[src/rtl/fetch_pc_ctrl_if.sv]
// Instruction-cache fetch channel between the fetch PC controller (master) and the cache (slave).
interface fetch_pc_ctrl_if #(
  parameter int unsigned DATA_WIDTH = 32
);
  logic                  icache_req;
  logic [DATA_WIDTH-1:0] icache_addr;
  logic                  icache_ready;
  logic [DATA_WIDTH-1:0] icache_data;

  modport master (
    output icache_req,
    output icache_addr,
    input  icache_ready,
    input  icache_data
  );

  modport slave (
    input  icache_req,
    input  icache_addr,
    output icache_ready,
    output icache_data
  );
endinterface

[src/rtl/fetch_pc_ctrl.sv]
// Fetch-stage PC controller: next-PC select (redirect / predicted target / PC+4), I-cache miss
// sequencing and wrong-path squash. Optional FETCH_PERF_CNT_EN adds saturating miss/redirect counters.
module fetch_pc_ctrl #(
  parameter int unsigned                DATA_WIDTH = 32,
  parameter logic [DATA_WIDTH-1:0]      RESET_PC   = '0,
  parameter logic [DATA_WIDTH-1:0]      NOP_INSTR  = DATA_WIDTH'(32'h0000_0013)
) (
  input  logic                  clk,
  input  logic                  rst,
  input  logic                  stall_f,
  fetch_pc_ctrl_if.master       icache,
  input  logic                  predict_taken_f,
  input  logic [DATA_WIDTH-1:0] branch_target_f,
  input  logic                  redirect_e,
  input  logic [DATA_WIDTH-1:0] redirect_pc_e,
  output logic [DATA_WIDTH-1:0] PC_f,
  output logic [DATA_WIDTH-1:0] instr_f,
  output logic                  instr_valid_f,
  output logic [DATA_WIDTH-1:0] pc_plus4_f
`ifdef FETCH_PERF_CNT_EN
  ,
  output logic [31:0]           perf_miss_cycles,
  output logic [31:0]           perf_redirects
`endif
);

  typedef enum logic [1:0] {
    RUN,
    MISS,
    SQUASH
  } state_t;

  localparam logic [DATA_WIDTH-1:0] ALIGN_MASK = ~DATA_WIDTH'(3);

  state_t                state;
  logic [DATA_WIDTH-1:0] pc_q;
  logic [DATA_WIDTH-1:0] held_pc;
  logic [DATA_WIDTH-1:0] pc_plus4;
  logic                  data_ok;

  assign pc_plus4 = pc_q + DATA_WIDTH'(4);

  // A returned word is correct-path only outside SQUASH and when execute is not redirecting.
  assign data_ok       = (state != SQUASH) && icache.icache_ready && !redirect_e;
  assign instr_valid_f = rst && data_ok;
  assign instr_f       = instr_valid_f ? icache.icache_data : NOP_INSTR;

  assign icache.icache_req  = rst;
  assign icache.icache_addr = pc_q;
  assign PC_f               = pc_q;
  assign pc_plus4_f         = pc_plus4;

  always_ff @(posedge clk or negedge rst) begin
    if (!rst) begin
      state   <= RUN;
      pc_q    <= RESET_PC;
      held_pc <= '0;
    end else if (icache.icache_ready) begin
      state <= RUN;
      if (redirect_e) begin
        pc_q <= redirect_pc_e & ALIGN_MASK;
      end else if (state == SQUASH) begin
        pc_q <= held_pc;
      end else if (!stall_f) begin
        pc_q <= predict_taken_f ? (branch_target_f & ALIGN_MASK) : (pc_plus4 & ALIGN_MASK);
      end
    end else begin
      // Request still outstanding: PC held; a redirect is parked until the old access completes.
      if (redirect_e) begin
        held_pc <= redirect_pc_e & ALIGN_MASK;
        state   <= SQUASH;
      end else if (state == RUN) begin
        state <= MISS;
      end
    end
  end

`ifdef FETCH_PERF_CNT_EN
  always_ff @(posedge clk or negedge rst) begin
    if (!rst) begin
      perf_miss_cycles <= '0;
      perf_redirects   <= '0;
    end else begin
      if (((state != RUN) || !icache.icache_ready) && (perf_miss_cycles != '1)) begin
        perf_miss_cycles <= perf_miss_cycles + 32'd1;
      end
      if (redirect_e && (perf_redirects != '1)) begin
        perf_redirects <= perf_redirects + 32'd1;
      end
    end
  end
`endif

endmodule

[src/flat_wrapper.sv]
// flat-port wrapper written by rule: the top's interface ports become plain ports
module fetch_pc_ctrl_flat 
#(
  parameter int unsigned                DATA_WIDTH = 32,
  parameter logic [DATA_WIDTH-1:0]      RESET_PC   = '0,
  parameter logic [DATA_WIDTH-1:0]      NOP_INSTR  = DATA_WIDTH'(32'h0000_0013)
)
  (clk, rst, stall_f, predict_taken_f, branch_target_f, redirect_e, redirect_pc_e, PC_f, instr_f, instr_valid_f, pc_plus4_f, icache_icache_req, icache_icache_addr, icache_icache_ready, icache_icache_data);
  fetch_pc_ctrl_if #(.DATA_WIDTH(DATA_WIDTH)) icache_i ();
  input  logic clk;
  input  logic rst;
  input  logic stall_f;
  input  logic predict_taken_f;
  input  logic [DATA_WIDTH-1:0] branch_target_f;
  input  logic redirect_e;
  input  logic [DATA_WIDTH-1:0] redirect_pc_e;
  output logic [DATA_WIDTH-1:0] PC_f;
  output logic [DATA_WIDTH-1:0] instr_f;
  output logic instr_valid_f;
  output logic [DATA_WIDTH-1:0] pc_plus4_f;
  output wire logic [$bits(icache_i.icache_req)-1:0] icache_icache_req;
  output wire logic [$bits(icache_i.icache_addr)-1:0] icache_icache_addr;
  input wire logic [$bits(icache_i.icache_ready)-1:0] icache_icache_ready;
  input wire logic [$bits(icache_i.icache_data)-1:0] icache_icache_data;
  assign icache_icache_req = icache_i.icache_req;
  assign icache_icache_addr = icache_i.icache_addr;
  assign icache_i.icache_ready = icache_icache_ready;
  assign icache_i.icache_data = icache_icache_data;
  fetch_pc_ctrl #(.DATA_WIDTH(DATA_WIDTH), .RESET_PC(RESET_PC), .NOP_INSTR(NOP_INSTR)) u_core (.clk(clk), .rst(rst), .stall_f(stall_f), .icache(icache_i), .predict_taken_f(predict_taken_f), .branch_target_f(branch_target_f), .redirect_e(redirect_e), .redirect_pc_e(redirect_pc_e), .PC_f(PC_f), .instr_f(instr_f), .instr_valid_f(instr_valid_f), .pc_plus4_f(pc_plus4_f));
endmodule
[config.mk]
export PLATFORM = sky130hd
export DESIGN_NAME = fetch_pc_ctrl_flat
export DESIGN_NICKNAME = d
export VERILOG_FILES = /design/src/rtl/fetch_pc_ctrl_if.sv /design/src/rtl/fetch_pc_ctrl.sv /design/src/flat_wrapper.sv
export SDC_FILE = /design/constraint.sdc
export NUM_CORES = 1
export LEC_CHECK = 0
export ABC_AREA = 1
export BUFFER_PORTS_ARGS = -buffer_cell sky130_fd_sc_hd__buf_2
export CAP_MARGIN = 20
export CORE_MARGIN = 4
export CORE_UTILIZATION = 43
export CTS_CLUSTER_SIZE = 24
export DETAILED_ROUTE_END_ITERATION = 8
export PLACE_DENSITY = 0.78
export RECOVER_POWER = 100
export SKIP_CTS_REPAIR_TIMING = 1
export SYNTH_ARGS = -nofsm -noshare
export SYNTH_HDL_FRONTEND = slang
export SYNTH_SLANG_ARGS = --single-unit
export TNS_END_PERCENT = 5
[constraint.sdc]
create_clock -name clk -period 1.7 [get_ports clk]
set_clock_uncertainty 0.15 [all_clocks]
set_input_delay 0 -clock clk [delete_from_list [all_inputs] [get_ports clk]]
set_output_delay 0 -clock clk [all_outputs]
set_load 0.05 [all_outputs]
==> reports/metrics.yaml <==
routing:
  firstDrtPassIters: 5
  wirelength_um: 19000
  viasPerCell: 5.00
  drt-wirelength-per-cell_um: 15.2
  drc: 0
  drtIter0Drc: 480
  postRouteAntennaNets: 0
  vias: 6269
critical_path:
  worst_setup_path_start_kind: "flop"
  path_class: "flop to output port"
  r2r_start: "u_core.PC_f[2]"
  worst_setup_path_end_kind: "output port"
  slowest_stage: "dfrtp_2"
  critical-path-max-stage-delay_ns: 0.40
  cp.arrival_ns: 1.81
  r2r-end: "u_core.PC_f[26]"
  worstPathCellList: "ha_4, nand2_2, nor2_4, nand2_4, nor2_4, nand3_1, nand2_2, buf_8"
  ff2ff_setup_slack_ns: -0.16
  worstPathRequired_ns: 1.55
  crit_path_max_fanout: 5
  reg2reg_depth: 12
sta:
  setup_violations: 71
  rsz0062_at_grt: "true"
  setup_tns_ns: -6.70
  slew_headroom: 0.574
  max_freq_mhz: 511
  slew_violations: 0
  period_share: 1.15
  fin_crit_ns: 1.96
  holdWs_ns: -0.117
  worstMarginPinSlew_ns: 0.643
  hold_violations: 15
  setup_ws_ns: -0.258
pwr:
  leakagePower_nw: 4.22
  comb_power_share: 0.520
  seq_power_share: 0.255
  p_int_mw: 3.90
  ir_worst_vdd_mv: 0.769
  p_per_area_nw_per_um2: 962
  switching_share: 0.474
  finalPower_mw: 7.41
  power.switching_mw: 3.51
  p_clk_frac: 0.225
place:
  portBuffers: 221
  dp_hpwl_um: 13500
  gp_congestion: 0.924
grt:
  grt_usage: 0.259
  grt_start_max_net_pins: 42
  grt_pass1_wl_um: 27100
  antenna_found_initial: 0
  grtUsageMet1: 0.328
  globalRouteMet2Util: 0.448
  first_global_vias: 5551
  grt-ovfl-total: 0
  busiest_layer: "met2"
  groute.layer.met3.usage: 0.0303
clock_tree:
  cts_tree: "yes"
  cts-root-buf: "clkbuf_16"
  ctsHtreeMaxLevel: 3
  clock_path_buffers: 2
  cts_sinks: 62
  cts.clk_slew.worst_paths_ns: 0.05
  cts_made_buffers: 9
  clock_latency_ns: 0.33
synthesis:
  synth_xor_area_frac: 0.0123
  synth_mux_area_frac: 0.00453
  yosysWarnings: 0
  ys_seq_elements: 62
  synth-adder-area-share: 0.00252
  synth_compound_area_frac: 0.105
  ys_types: 32
  synthCells: 821
  ys_seq_area_frac: 0.312
  synth_simple_gate_area_frac: 0.376
  synth_top_family_by_area: "simple AND/OR/NAND/NOR gates"
  syn_area_per_cell_um2: 6.06
  synth_area_um2: 4970
floorplanning:
  start_util: 0.437
  num_rows: 39
  dieArea_um2: 13300
  die_y_um: 116
  ios: 232
  die_w_um: 116
  design.core.area_um2: 11400
final_layout:
  drive_gt1_frac: 0.326
  seqCellArea_um2: 1570
  fill_cells: 940
  multi_input_area_um2: 2800
  layout.nets: 1210
  syn_to_final_growth_pct: 54.9
  final_util: 0.677
run:
  drv_cap: 0
worst_hold_path:
  whs_endpoint: "u_core.PC_f[2]"
  hold_class: "input port to flop"
  worstHoldStart: "branch_target_f[2]"
  hold_path_depth: 3
run_status:
  status: "finished, violations left"
  violations: "hold timing, setup timing"
power by group through the flow:
stage / sequential (mW) / combinational (mW) / clock (mW)
global route: 1.91 / 4.10 / 1.74
detailed placement: 1.89 / 3.47 / 0
global placement: 1.88 / 3.45 / 0
floorplan: 2.34 / 2.06 / 0
finish: 1.89 / 3.85 / 1.66
CTS: 1.87 / 3.48 / 1.66
stage by stage:
stage	instances	instance area, µm²	hold WS [ns]	worst slack (ns)
floorplan	826	5040	-0.446	-0.257
global placement	1191	6490	-0.0546	-0.123
detailed placement	1191	6490	-0.0561	-0.162
CTS	1206	6750	-0.400	-0.410
global route	1254	7700	-0.0178	-0.332
finish	1255	7700	-0.117	-0.258
worst max-delay path by stage:
stage                      endpoint            from
detailed placement  u_core.PC_f[26]  u_core.PC_f[2]
global route         pc_plus4_f[30]  u_core.PC_f[2]
floorplan           u_core.PC_f[21]  u_core.PC_f[2]
finish               pc_plus4_f[30]  u_core.PC_f[2]
global placement    u_core.PC_f[26]  u_core.PC_f[2]
CTS                  pc_plus4_f[30]  u_core.PC_f[2]
kinds of logic after synthesis:
kind of cell	after synthesis
adders and majority gates	1
AOI/OAI and AO/OA	99
and+or+nand+nor	448
DFF	62
buffers and inverters	201
xor gates and xnor gates	7
other	1
muxes	2
metal layers:
metal	wire (µm)	up-vias
met5	0	-
met4	708	0
met3	1660	58
met2	9470	342
met1	7200	2857
li1	-	3012
cells in the final DEF (no fill, tap or decap), types with 3 or more instances in the layout:
cell / count
nor2_4: 11
dfrtp_2: 14
nand3b_1: 4
buf_6: 40
nor2_2: 17
buf_8: 3
clkbuf_16: 9
conb_1: 6
buf_2: 104
o21ai_1: 3
clkbuf_1: 57
buf_4: 78
clkbuf_4: 3
or2_2: 15
clkbuf_2: 9
buf_12: 4
inv_1: 127
nand2_2: 21
nand2_1: 274
nand3_2: 6
nand3_1: 39
dlygate4sd3_1: 44
nor2_1: 47
o21ai_0: 49
dfrtp_1: 48
and2_4: 5
a21oi_1: 39
inv_2: 4
final cells by class:
cell class | instances | area share
Inverter | 132 | 0.0647
Sequential cell | 62 | 0.204
Clock buffer | 13 | 0.0325
Timing Repair Buffer | 339 | 0.311
Multi-Input combinational cell | 563 | 0.364
Antenna cell | 1 | 0.000325
Tap cell | 143 | 0.0232
Clock inverter | 2 | 0.00130
state kept, by name, summed over array words and instances (netlist names):
name / flops
u_core.held_pc: 30
u_core.PC_f: 30
u_core.state: 2
Yosys cell counts:
cell      instances  area [µm²]
ha_1              1        12.5
inv_2             4        15.0
inv_1           128         480
clkbuf_1         19        71.3
mux2_2            2        22.5
nor3_1            1        5.00
nand3b_1          4        30.0
nand2_1         293        1100
xnor2_1           3        26.3
a41oi_1           1        8.76
a21oi_1          39         195
buf_2             7        35.0
nor2_2            7        43.8
o21ai_0          50         250
buf_4            38         285
nand3_1          46         230
buf_1             2        7.51
conb_1            1        3.75
o211ai_1          2        15.0
nand3_2           1        10.0
a21oi_4           1        16.3
buf_6             3        33.8
nand2_2           4        25.0
nor2_4            3        33.8
o21bai_1          2        15.0
and2_1            7        43.8
o21ai_1           4        20.0
dfrtp_1          62        1550
nor2_1           65         244
or2_2            15        93.8
nand4_1           2        12.5
xor2_1            4        35.0
critical path, delay by kind of cell (launching register included):
kind                     cells  cell delay, ns
AND/OR/NAND/NOR              6            0.77
flip-flops                   1            0.40
adder cells (fa/ha/maj)      1            0.16
buffers and inverters        1            0.15
(Power assumes the default switching activity.)
